<file path="config.mk">
export PLATFORM = sky130hd
export DESIGN_NAME = ecall_service_unit
export DESIGN_NICKNAME = d
export VERILOG_FILES = /design/src/rtl/ecall_service_unit.sv
export SDC_FILE = /design/constraint.sdc
export NUM_CORES = 1
export LEC_CHECK = 0
export ABC_CLOCK_PERIOD_IN_PS = 5500
export CORE_MARGIN = 10
export CORE_UTILIZATION = 49
export DETAILED_ROUTE_END_ITERATION = 6
export GPL_ROUTABILITY_DRIVEN = 1
export PLACE_DENSITY = 0.84
export SLEW_MARGIN = 20
export SYNTH_ARGS = -nofsm -noshare
export SYNTH_HDL_FRONTEND = slang
export SYNTH_SLANG_ARGS = --single-unit
</file>
<file path="constraint.sdc">
create_clock -name clk -period 5.5 [get_ports clk]
set_input_delay 1.1 -clock clk [delete_from_list [all_inputs] [get_ports clk]]
set_output_delay 1.1 -clock clk [all_outputs]
set_load 0.05 [all_outputs]
</file>
<file path="src/rtl/ecall_service_unit.sv">
// Services RISC-V ecall instructions: board I/O (LEDs, 7-segment, halt), switch
// reads confirmed by a push button, and results returned to x10 through the ecall write port.
module ecall_service_unit #(
  parameter int SW_WIDTH    = 16,
  parameter int LED_WIDTH   = 16,
  parameter int SYNC_STAGES = 2
) (
  input  logic                 clk,
  input  logic                 rst,
  input  logic                 ecall_req,
  input  logic [31:0]          a7,
  input  logic [31:0]          a0,
  input  logic                 reg_write_pending,
  input  logic [SW_WIDTH-1:0]  sw_in,
  input  logic                 btn_confirm,
  output logic [31:0]          ecallData,
  output logic                 ecallWrite,
  output logic                 stall,
  output logic [LED_WIDTH-1:0] led_out,
  output logic [31:0]          seg_data,
  output logic                 halted
);

  localparam logic [31:0] SVC_PRINT_INT = 32'd1;
  localparam logic [31:0] SVC_READ_INT  = 32'd5;
  localparam logic [31:0] SVC_EXIT      = 32'd10;
  localparam logic [31:0] SVC_READ_UNS  = 32'd12;
  localparam logic [31:0] SVC_PRINT_HEX = 32'd34;

  typedef enum logic [2:0] {
    S_IDLE, S_DISPATCH, S_WAIT_IN, S_WRITE, S_HALT
  } state_t;

  state_t                r_state, w_next;
  logic [31:0]           r_svc, r_arg;
  logic                  r_unsigned;
  logic [31:0]           r_ecall_data;
  logic [LED_WIDTH-1:0]  r_led;
  logic [31:0]           r_seg;
  logic                  r_halted;
  logic [SYNC_STAGES-1:0] r_sync;
  logic                  r_sync_q;
  logic                  w_confirm;
  logic [31:0]           w_sw_sext, w_sw_zext;

  // Button is asynchronous: synchronize, then take the rising edge as a one-cycle pulse.
  always_ff @(posedge clk) begin
    if (!rst) begin
      r_sync   <= '0;
      r_sync_q <= 1'b0;
    end else begin
      r_sync   <= {r_sync[SYNC_STAGES-2:0], btn_confirm};
      r_sync_q <= r_sync[SYNC_STAGES-1];
    end
  end

  assign w_confirm = r_sync[SYNC_STAGES-1] & ~r_sync_q;
  assign w_sw_sext = 32'($signed(sw_in));
  assign w_sw_zext = 32'(sw_in);

  always_ff @(posedge clk) begin
    if (!rst) r_state <= S_IDLE;
    else      r_state <= w_next;
  end

  always_comb begin
    w_next = r_state;
    case (r_state)
      S_IDLE:     if (ecall_req) w_next = S_DISPATCH;
      S_DISPATCH: begin
        case (r_svc)
          SVC_READ_INT, SVC_READ_UNS: w_next = S_WAIT_IN;
          SVC_EXIT:                   w_next = S_HALT;
          default:                    w_next = S_IDLE;
        endcase
      end
      S_WAIT_IN:  if (w_confirm) w_next = S_WRITE;
      // Pipeline regWrite owns the register file port; hold until it frees up.
      S_WRITE:    if (!reg_write_pending) w_next = S_IDLE;
      S_HALT:     w_next = S_HALT;
      default:    w_next = S_IDLE;
    endcase
  end

  always_ff @(posedge clk) begin
    if (!rst) begin
      r_svc        <= '0;
      r_arg        <= '0;
      r_unsigned   <= 1'b0;
      r_ecall_data <= '0;
      r_led        <= '0;
      r_seg        <= '0;
      r_halted     <= 1'b0;
    end else begin
      case (r_state)
        S_IDLE: begin
          if (ecall_req) begin
            r_svc <= a7;
            r_arg <= a0;
          end
        end
        S_DISPATCH: begin
          case (r_svc)
            SVC_PRINT_INT: r_seg      <= r_arg;
            SVC_PRINT_HEX: r_led      <= r_arg[LED_WIDTH-1:0];
            SVC_READ_INT:  r_unsigned <= 1'b0;
            SVC_READ_UNS:  r_unsigned <= 1'b1;
            SVC_EXIT:      r_halted   <= 1'b1;
            default: ;
          endcase
        end
        S_WAIT_IN: begin
          if (w_confirm) r_ecall_data <= r_unsigned ? w_sw_zext : w_sw_sext;
        end
        default: ;
      endcase
    end
  end

  assign ecallData  = r_ecall_data;
  assign ecallWrite = (r_state == S_WRITE);
  assign stall      = ecall_req | (r_state != S_IDLE);
  assign led_out    = r_led;
  assign seg_data   = r_seg;
  assign halted     = r_halted;

endmodule

</file>
After elaboration in Yosys (flattened, before gate mapping)
Index checks and enable logic that the tools add are counted.
{"block": "totals", "in_bits": 85, "out_inout_bits": 83, "ff_bits": 152, "wordCells": 43}
{"block": "op_classes", "eq_ne": 12, "n_reduce_logical": 11, "n_mux": 7, "bitwise": 3}
{"cell": "32-bit by 4-bit equality test with 1-bit output (second input constant)", "n": 2}
{"cell": "32-bit by 1-bit equality test with 1-bit output (second input constant)", "n": 1}
{"cell": "32-bit by 3-bit equality test with 1-bit output (second input constant)", "n": 1}
{"cell": "32-bit by 6-bit equality test with 1-bit output (second input constant)", "n": 1}
{"cell": "32-bit two-way mux", "n": 1}
{"cell": "3-bit one-hot mux with 5 select lines", "n": 1}
{"cell": "2-bit AND reduction", "n": 6}
{"cell": "3-bit two-way mux", "n": 3}
{"cell": "3-bit by 2-bit equality test with 1-bit output (second input constant)", "n": 2}
{"cell": "2-bit != test (second input constant)", "n": 3}
{"cell": "3-bit one-hot mux with 2 select lines", "n": 1}
{"cell": "3-bit by 1-bit equality test with 1-bit output (second input constant)", "n": 1}
{"cell": "3-bit equality test (second input constant)", "n": 1}
{"cell": "3-bit logical NOT", "n": 1}
{"cell": "3-bit AND reduction", "n": 1}
{"cell": "3-bit nonzero test", "n": 1}
{"cell": "1-bit one-hot mux with 2 select lines", "n": 1}
{"cell": "2-bit nonzero test", "n": 1}
{"cell": "2-bit OR reduction", "n": 1}
{"cell": "1-bit AND", "n": 1}
{"cell": "1-bit inverter", "n": 1}
{"cell": "1-bit bitwise OR", "n": 1}

Logic depth before layout (Yosys ltp)
Gate-level depths: netlist of the first run.
{"block": "logic_depth", "depth_word": 4, "ltp_mapped": 7}

Least setup slack after synthesis of the first run
OpenSTA, ideal clock, no wires.
{"block": "synth_timing", "kind": "register to output", "start": "register r_state[1]", "end": "output ecallWrite", "n_path_buf": 1, "required_ns": 4.400, "path_slack_ns": 2.736, "stages_incl_launch_ff": 4, "arrival_time_ns": 1.664, "path_cell_list": "dfxtp_1 buf_2 inv_1 nor3b_1"}
{"block": "synth_between", "elab_chain_cells": 1}
{"element": "start, declared", "line": "34", "source": "state_t r_state, w_next;"}
{"element": "start signal, assigned", "line": "63", "source": "else r_state <= w_next;"}
{"element": "3-bit by 2-bit equality test with 1-bit output", "line": "121", "source": "assign ecallWrite = (r_state == S_WRITE);"}
{"element": "end, declared", "line": "17", "source": "output logic ecallWrite,"}
Every way passes these cells.

Final worst setup path of the first run
{"block": "layout_timing", "start": "input ecall_req", "end": "output stall"}
{"block": "layout_between", "elab_chain_cells": 1}
{"element": "start, declared", "line": "10", "source": "input logic ecall_req,"}
{"element": "1-bit bitwise OR", "line": "122", "source": "assign stall = ecall_req | (r_state != S_IDLE);"}
{"element": "end, declared", "line": "18", "source": "output logic stall,"}
Every way passes these cells.

==> results.sh, run 1 <==
export IMPL_status="completed"
export IMPL_grtUsageTotal_pct=19.5
export IMPL_boundaryPins=168
export IMPL_crit_path_start_kind="input pin"
export IMPL_cts_setup_buffers=0
export IMPL_min_period_ns=3.72
export IMPL_htree_levels=4
export IMPL_drc=0
export IMPL_syn2layout_area_growth_pct=41.6
export IMPL_yosysSeqAreaShare_pct=53.0
export IMPL_drv_slew=0
export IMPL_hold_buffers=0
export IMPL_antenna_cells=0
export IMPL_min_path_type="reg2reg"
export IMPL_finalNetCount=845
export IMPL_cts_clk_slew_worst_paths_ns=0.06
export IMPL_globalRouteOverflowTotal=0
export IMPL_worstMarginPinSlew_ns=1.00
export IMPL_finalSetupViolCount=0
export IMPL_dpl_instance_area_sq_um=6760
export IMPL_portBuffers=167
export IMPL_slowest_delay_ns=0.73
export IMPL_wirelength_um=15300
export IMPL_rows=37
export IMPL_grt_max_degree=95
export IMPL_clockRootBuffer="clkbuf_8"
export IMPL_rsz0062_at_grt="no"
export IMPL_ant_nets=0
export IMPL_drv_cap=0
export IMPL_cts_tree="done"
export IMPL_ys_async_sr_fraction_pct=0
export IMPL_synth_edf_count=0
export IMPL_seq_area_sq_um=2740
export IMPL_drt_iter0_drc=323
export IMPL_path_class="in2out"
export IMPL_vias=4873
export IMPL_gp_congestion=0.818
export IMPL_clk_latency_ns=0.52
export IMPL_max_freq_ghz=0.269
export IMPL_multiInputGateArea_sq_um=2130
export IMPL_yosysWarnings=0
export IMPL_tns_ns=0
export IMPL_stdcell_count=909
export IMPL_hold_violations=0
export IMPL_ys_ff_latch=137
export IMPL_worstSetupStartpoint="ecall_req"
export IMPL_vias_per_cell=5.36
export IMPL_min_period_over_period_pct=67.6
export IMPL_initial_core_util_pct=50.1
export IMPL_syn_inst=632
export IMPL_path_buf_inv=3
export IMPL_r2r_start="r_svc[25]$_SDFFE_PN0P_"
export IMPL_grt_pass1_wl_um=23700
export IMPL_crit_path_frequent_cell="clkdlybuf4s50_1"
export IMPL_yosys_most_used_dff="dfxtp_1"
export IMPL_firstDrtPassIters=5
export IMPL_total_power_uw=2300
export IMPL_first_global_vias=4759
export IMPL_cts_sinks=137
export IMPL_die_h_um=123
export IMPL_fp_dieW_um=123
export IMPL_power_density_nw_per_um2=314
export IMPL_drive_gt1_share_pct=6.21
export IMPL_relSlewSlack_pct=33.0
export IMPL_crit_slowest_cell="clkdlybuf4s50_1"
export IMPL_die_area_sq_um=15100
export IMPL_ys_types=34
export IMPL_crit_fanout=2
export IMPL_crit_path_end_kind="output pin"
export IMPL_peakVddDrop_v=0.000161
export IMPL_critPathArrivalTime_ns=2.62
export IMPL_cpLargestDelayFamily="buffers and inverters"
export IMPL_crit_required_ns=4.40
export IMPL_design_area_sq_um=7330
export IMPL_hp_start="r_svc[10]$_SDFFE_PN0P_"
export IMPL_p_leak_uw=0.00253
export IMPL_syn_area_per_cell_sq_um=8.19
export IMPL_dpl_hpwl_um=10400
export IMPL_path_cells="clkdlybuf4s50_1, nor4_1, inv_1, clkdlybuf4s50_1"
export IMPL_post_cts_resized=0
export IMPL_cts_inserted_buffers=17
export IMPL_utilization_pct=71.0
export IMPL_finalClockSkew_ns=0.00963
export IMPL_core_area_sq_um=10300
export IMPL_wl_per_cell_um=16.8
export IMPL_n_fill_cell=830
export IMPL_synthesis_nets=717
export IMPL_synth_area_sq_um=5180
export IMPL_cts_buffer_depth=2
export IMPL_antenna_found_initial=0
export IMPL_dp_cells=877
## layer usage
metal	vias to the layer above	GRT usage, %	part of all wire, %
li1	2376	-	-
met1	2289	22.8	42
met2	183	33.0	49
met3	25	5.33	7.3
met4	0	8.32	2.0
met5	-	0	0
## Yosys cell counts (2+ instances only)
| cell type | instances | area, sq um |
|---|---|---|
| and2_1 | 4 | 25.0 |
| o21ai_0 | 33 | 165 |
| dfxtp_1 | 137 | 2740 |
| buf_4 | 15 | 113 |
| nand2_1 | 166 | 623 |
| buf_2 | 2 | 10.0 |
| nor4_4 | 2 | 42.5 |
| nor2_1 | 25 | 93.8 |
| nand3_1 | 34 | 170 |
| clkbuf_1 | 42 | 158 |
| inv_1 | 3 | 11.3 |
| nor3b_1 | 4 | 30.0 |
| nand3b_1 | 3 | 22.5 |
| and4_1 | 2 | 17.5 |
| a41oi_1 | 2 | 17.5 |
| mux2i_1 | 16 | 160 |
| buf_6 | 2 | 22.5 |
| nand4_1 | 3 | 18.8 |
| nor2b_1 | 2 | 12.5 |
| a21oi_1 | 113 | 566 |
| nor4_2 | 2 | 25.0 |
| nor4_1 | 6 | 37.5 |
| nor3_1 | 3 | 15.0 |
## cells in the final DEF, fill, tap and decap left out, types with 2 or more instances in the layout
master,n
a21oi_1,113
a41oi_1,2
and2_1,3
and4_1,2
buf_4,4
clkbuf_16,16
clkbuf_8,2
clkdlybuf4s50_1,167
clkinvlp_4,6
dfxtp_1,137
inv_1,3
inv_6,5
mux2i_1,16
nand2_1,165
nand3_1,33
nand3_2,2
nand3b_1,3
nand4_1,3
nor2_1,25
nor2b_1,2
nor3_1,2
nor3b_1,4
nor4_1,6
nor4_2,2
nor4_4,2
o21ai_0,33
## area by class of cell
cell class / count / share of cell area, %
Clock buffer: 18 / 5.84
Timing Repair Buffer: 171 / 23.2
Tap cell: 136 / 2.32
Inverter: 4 / 0.239
Sequential cell: 137 / 37.4
Multi-Input combinational cell: 429 / 29.1
Clock inverter: 14 / 1.89
## tightest hold or removal path, stage by stage, from the launching register on
cell	delay, ns
dfxtp_1	0.31
nand2_1	0.05
a21oi_1	0.05
## worst paths after layout
path	end	cells after the start	slack [ns]
min	r_svc[10]$_SDFFE_PN0P_	2	0.45
min reg2reg	r_svc[10]$_SDFFE_PN0P_	2	0.45
max reg2reg	seg_data[5]$_SDFFE_PN0P_	5	3.08
max	stall	4	1.78
## metrics by stage
step           hold slack [ns]  setup slack (ns)
6_report                 0.454              1.78
5_1_grt                  0.474              1.64
4_1_cts                  0.456              1.77
3_5_place_dp             0.447              1.79
3_3_place_gp             0.417              1.79
2_1_floorplan            0.412              2.74
## where the power goes
group | total [uW] | internal, uW | switching, uW
Sequential | 1050 | 1020 | 22.7
Clock | 1080 | 621 | 454
Combinational | 179 | 85.4 | 93.3
## registers in the layout, summed over array words and instances (netlist names)
register,flops
r_arg,32
r_svc,32
seg_data,32
ecallData,17
led_out,16
r_state,3
r_sync,2
halted,1
r_sync_q,1
r_unsigned,1
## cell families after synthesis
group | after synthesis | synth area share, %
DFF | 137 | 53.0
buffers and inverters | 66 | 6.21
xor gates and xnor gates | 1 | 0.169
and+or+nand+nor | 260 | 22.5
AOI/OAI and AO/OA | 152 | 15.1
muxes | 16 | 3.09
No activity file was read; power rests on OpenSTA's default activity.
==> run 2: changes to the inputs <==
ABC_CLOCK_PERIOD_IN_PS = 3050   (was 5500)
CORE_UTILIZATION = 41   (was 49)
PLACE_DENSITY = 0.75   (was 0.84)
clock period = 3.05 ns   (was 5.5 ns; I/O delays follow)
==> results.sh, run 2 (synthesis results as in run 1) <==
export IMPL_status="completed"
export IMPL_peakVddDrop_v=0.000395
export IMPL_cts_clk_slew_worst_paths_ns=0.05
export IMPL_hold_violations=0
export IMPL_grt_max_degree=65
export IMPL_fp_dieW_um=132
export IMPL_crit_fanout=2
export IMPL_finalClockSkew_ns=0.00759
export IMPL_clk_latency_ns=0.42
export IMPL_critPathArrivalTime_ns=2.11
export IMPL_drt_iter0_drc=244
export IMPL_syn2layout_area_growth_pct=44.3
export IMPL_wl_met2_um=7260
export IMPL_drive_gt1_share_pct=6.30
export IMPL_total_power_uw=4300
export IMPL_cts_tree="done"
export IMPL_wl_met3_um=874
export IMPL_dpl_hpwl_um=10600
export IMPL_hold_buffers=0
export IMPL_cts_setup_buffers=0
export IMPL_boundaryPins=168
export IMPL_gp_congestion=0.783
export IMPL_path_cells="clkdlybuf4s50_1, nor4_1, inv_1, clkdlybuf4s50_1"
export IMPL_drc=0
export IMPL_first_global_vias=4853
export IMPL_max_freq_ghz=0.367
export IMPL_relSlewSlack_pct=35.5
export IMPL_min_path_type="reg2reg"
export IMPL_crit_path_start_kind="input pin"
export IMPL_finalNetCount=851
export IMPL_grtUsageTotal_pct=16.9
export IMPL_layout_commonest_cell="clkdlybuf4s50_1"
export IMPL_path_class="in2out"
export IMPL_p_leak_uw=0.00261
export IMPL_wl_met1_um=6620
export IMPL_grt_pass1_wl_um=24400
export IMPL_core_area_sq_um=12200
export IMPL_power_density_nw_per_um2=576
export IMPL_worstMarginPinSlew_ns=0.968
export IMPL_vias_per_cell=5.10
export IMPL_ant_nets=0
export IMPL_htree_levels=4
export IMPL_cts_buffer_depth=2
export IMPL_cts_inserted_buffers=17
export IMPL_cts_sinks=137
export IMPL_finalSetupViolCount=0
export IMPL_antenna_found_initial=0
export IMPL_crit_path_frequent_cell="clkdlybuf4s50_1"
export IMPL_rows=40
export IMPL_die_area_sq_um=17500
export IMPL_crit_slowest_cell="clkdlybuf4s50_1"
export IMPL_drv_slew=0
export IMPL_initial_core_util_pct=42.4
export IMPL_portBuffers=167
export IMPL_mostFrequentLayoutCells="clkdlybuf4s50_1 (167), nand2_1 (165), dfxtp_1 (137)"
export IMPL_clockRootBuffer="clkbuf_16"
export IMPL_wl_per_cell_um=15.9
export IMPL_crit_path_end_kind="output pin"
export IMPL_vias=4825
export IMPL_min_period_ns=2.72
export IMPL_globalRouteOverflowTotal=0
export IMPL_crit_required_ns=2.44
export IMPL_min_period_over_period_pct=89.3
export IMPL_antenna_cells=0
export IMPL_rsz0062_at_grt="no"
export IMPL_drv_cap=0
export IMPL_tns_ns=0
export IMPL_wirelength_um=15100
export IMPL_die_h_um=132
export IMPL_post_cts_resized=0
export IMPL_slowest_delay_ns=0.72
export IMPL_highest_layer="met4"
export IMPL_firstDrtPassIters=5
run 2: cell types whose count changed in the layout (fill, tap and decap cells not counted), moves of 2 or more:
cell / before / now
clkinvlp_4: 6 / 1
inv_6: 5 / 0
buf_4: 4 / 8
clkinv_2: 0 / 4
buf_12: 0 / 2
bufinv_16: 1 / 3
clkbuf_1: 0 / 2
clkbuf_8: 2 / 4
run 2: stage by stage:
stage                     utilization (%)  cells  setup slack [ns]  hold slack [ns]  cell area, sq um
after CTS                            61.2    946             0.270            0.447              7470
after global placement               56.2    915             0.313            0.429              6860
after global routing                 61.2    946             0.193            0.469              7470
after detailed placement             56.2    915             0.319            0.432              6860
after floorplan                         -    632             0.776            0.412              5180
final                                61.2    946             0.326            0.440              7470
run 2: area by class of cell:
| type | instances | area, sq um |
|---|---|---|
| fillers | 1074 | 4740 |
| flip-flops and latches | 137 | 2740 |
| multi-input cells | 429 | 2120 |
| repair buffers | 177 | 1770 |
| clock buffers | 23 | 488 |
| well taps | 168 | 210 |
| clock inverters | 8 | 118 |
| inverters | 4 | 17.5 |
run 2: path summary, 6_finish.rpt:
kind	slack, ns	end	cells after the start	startpoint
max reg2reg	0.75	seg_data[4]$_SDFFE_PN0P_	5	r_svc[25]$_SDFFE_PN0P_
min reg2reg	0.44	r_sync[1]$_SDFF_PN0_	1	r_sync[0]$_SDFF_PN0_
min	0.44	r_sync[1]$_SDFF_PN0_	1	r_sync[0]$_SDFF_PN0_
max	0.33	stall	4	ecall_req
run 2: report_power, final:
group          switching, uW  internal [uW]
Sequential              38.9           1850
Clock                    727           1360
Combinational            168            163
Total                    934           3370
run 2: worst max-delay path: cells and delay by family:
| family | cells | cell delay, ns |
|---|---|---|
| buffers and inverters | 3 | 1.23 |
| AND/OR/NAND/NOR | 1 | 0.26 |
run 2: per-layer routing:
layer  vias to the layer above  track usage (%)
met5                         -                0
met4                         0             7.76
met3                        28             5.14
met2                       170             27.9
met1                      2248             19.7
li1                       2379                -
==> run 3: changes to the inputs <==
ABC_CLOCK_PERIOD_IN_PS = not set   (was 3050)
GPL_TIMING_DRIVEN = 0   (was not set)
==> results.sh, run 3 (synthesis results as in run 1) <==
export IMPL_crit_required_ns=2.44
export IMPL_finalSetupViolCount=0
export IMPL_slowest_delay_ns=0.72
export IMPL_n_fill_cell=1095
export IMPL_vias_per_cell=5.04
export IMPL_tns_ns=0
export IMPL_clockRootBuffer="clkbuf_16"
export IMPL_rows=40
export IMPL_die_area_sq_um=17500
export IMPL_gp_congestion=0.822
export IMPL_cts_sinks=137
export IMPL_layout_commonest_cell="clkdlybuf4s50_1"
export IMPL_peakVddDrop_v=0.000329
export IMPL_p_leak_uw=0.00269
export IMPL_drc=0
export IMPL_grt_pass1_wl_um=25800
export IMPL_initial_core_util_pct=42.4
export IMPL_mostFrequentLayoutCells="clkdlybuf4s50_1 (167), nand2_1 (166), dfxtp_1 (137)"
export IMPL_path_class="in2out"
export IMPL_crit_path_end_kind="output pin"
export IMPL_drv_slew=0
export IMPL_wl_per_cell_um=16.0
export IMPL_syn2layout_area_growth_pct=48.4
export IMPL_rsz0062_at_grt="no"
export IMPL_cpLargestDelayFamily="buffers and inverters"
export IMPL_finalClockSkew_ns=0.00897
export IMPL_drt_iter0_drc=323
export IMPL_dpl_hpwl_um=12000
export IMPL_crit_fanout=2
export IMPL_boundaryPins=168
export IMPL_hold_buffers=0
export IMPL_vias=5030
export IMPL_path_buf_inv=3
export IMPL_wirelength_um=16000
export IMPL_globalRouteOverflowTotal=0
export IMPL_die_h_um=132
export IMPL_finalNetCount=903
export IMPL_crit_path_start_kind="input pin"
export IMPL_htree_levels=4
export IMPL_cts_inserted_buffers=17
export IMPL_first_global_vias=5091
export IMPL_drv_cap=0
export IMPL_grtUsageTotal_pct=18.0
export IMPL_cts_setup_buffers=0
export IMPL_crit_path_frequent_cell="clkdlybuf4s50_1"
export IMPL_design_area_sq_um=7680
export IMPL_crit_slowest_cell="clkdlybuf4s50_1"
export IMPL_dp_cells=967
export IMPL_status="completed"
export IMPL_hold_violations=0
export IMPL_path_cells="clkdlybuf4s50_1, nor4_1, inv_1, clkdlybuf4s50_1"
export IMPL_grt_max_degree=18
export IMPL_min_path_type="reg2reg"
export IMPL_cts_buffer_depth=2
export IMPL_min_period_over_period_pct=90.0
export IMPL_max_freq_ghz=0.364
export IMPL_min_period_ns=2.75
export IMPL_antenna_cells=0
export IMPL_power_density_nw_per_um2=571
export IMPL_cts_clk_slew_worst_paths_ns=0.06
export IMPL_core_area_sq_um=12200
export IMPL_ant_nets=0
export IMPL_relSlewSlack_pct=48.2
export IMPL_stdcell_count=998
export IMPL_critPathArrivalTime_ns=2.14
export IMPL_post_cts_resized=0
export IMPL_utilization_pct=62.9
export IMPL_cts_tree="done"
export IMPL_worstMarginPinSlew_ns=0.772
export IMPL_drive_gt1_share_pct=6.75
export IMPL_portBuffers=167
export IMPL_clk_latency_ns=0.42
export IMPL_antenna_found_initial=0
export IMPL_dpl_instance_area_sq_um=7060
export IMPL_firstDrtPassIters=6
export IMPL_fp_dieW_um=132
==> run 3: changes by cell type in the layout (fill, tap and decap cells not counted), sizes merged <==
cell      delta
clkbuf      +36
clkinvlp     +3
buf         +10
inv          +1
bufinv       +1
clkinv       +1
==> run 3: path summary, 6_finish.rpt <==
kind / from / end / slack (ns) / cells after the start
worst max register to register: r_state[1]$_SDFFE_PN0P_ / seg_data[12]$_SDFFE_PN0P_ / 0.61 / 7
worst max-delay path: ecall_req / stall / 0.30 / 4
worst min-delay path: r_sync[0]$_SDFF_PN0_ / r_sync[1]$_SDFF_PN0_ / 0.44 / 1
worst min register to register: r_sync[0]$_SDFF_PN0_ / r_sync[1]$_SDFF_PN0_ / 0.44 / 1
==> run 3: routing by layer <==
metal / part of all wire, % / vias up / wire (um) / track usage (%)
li1: - / 2493 / - / -
met1: 43 / 2322 / 6940 / 21.0
met2: 48 / 189 / 7630 / 29.9
met3: 7.4 / 26 / 1190 / 5.83
met4: 1.6 / 0 / 258 / 6.60
met5: 0 / - / 0 / 0
==> run 3: report_power, final <==
group / internal [uW] / total (uW) / switching (uW)
Sequential: 1840 / 1880 / 37.2
Clock: 1370 / 2160 / 791
Combinational: 163 / 342 / 179
Total: 3380 / 4380 / 1010
==> run 3: stage by stage <==
step           setup slack, ns  hold WS, ns  total power [uW]
2_1_floorplan            0.776        0.412              2080
3_3_place_gp             0.306        0.427              2250
3_5_place_dp             0.312        0.432              2260
4_1_cts                  0.308        0.445              4400
5_1_grt                  0.262        0.451              4520
6_report                 0.304        0.442              4380
==> run 3: area by class of cell <==
cell class                 count  area (sq um)  area share, %
clock buffer                  17           425           5.54
clock inverter                14           199           2.59
timing repair buffer         167          1670           21.8
multi-input combinational    429          2110           27.5
buffer                        62           307           3.99
tap                          168           210           2.74
sequential                   137          2740           35.7
inverter                       4          15.0          0.195
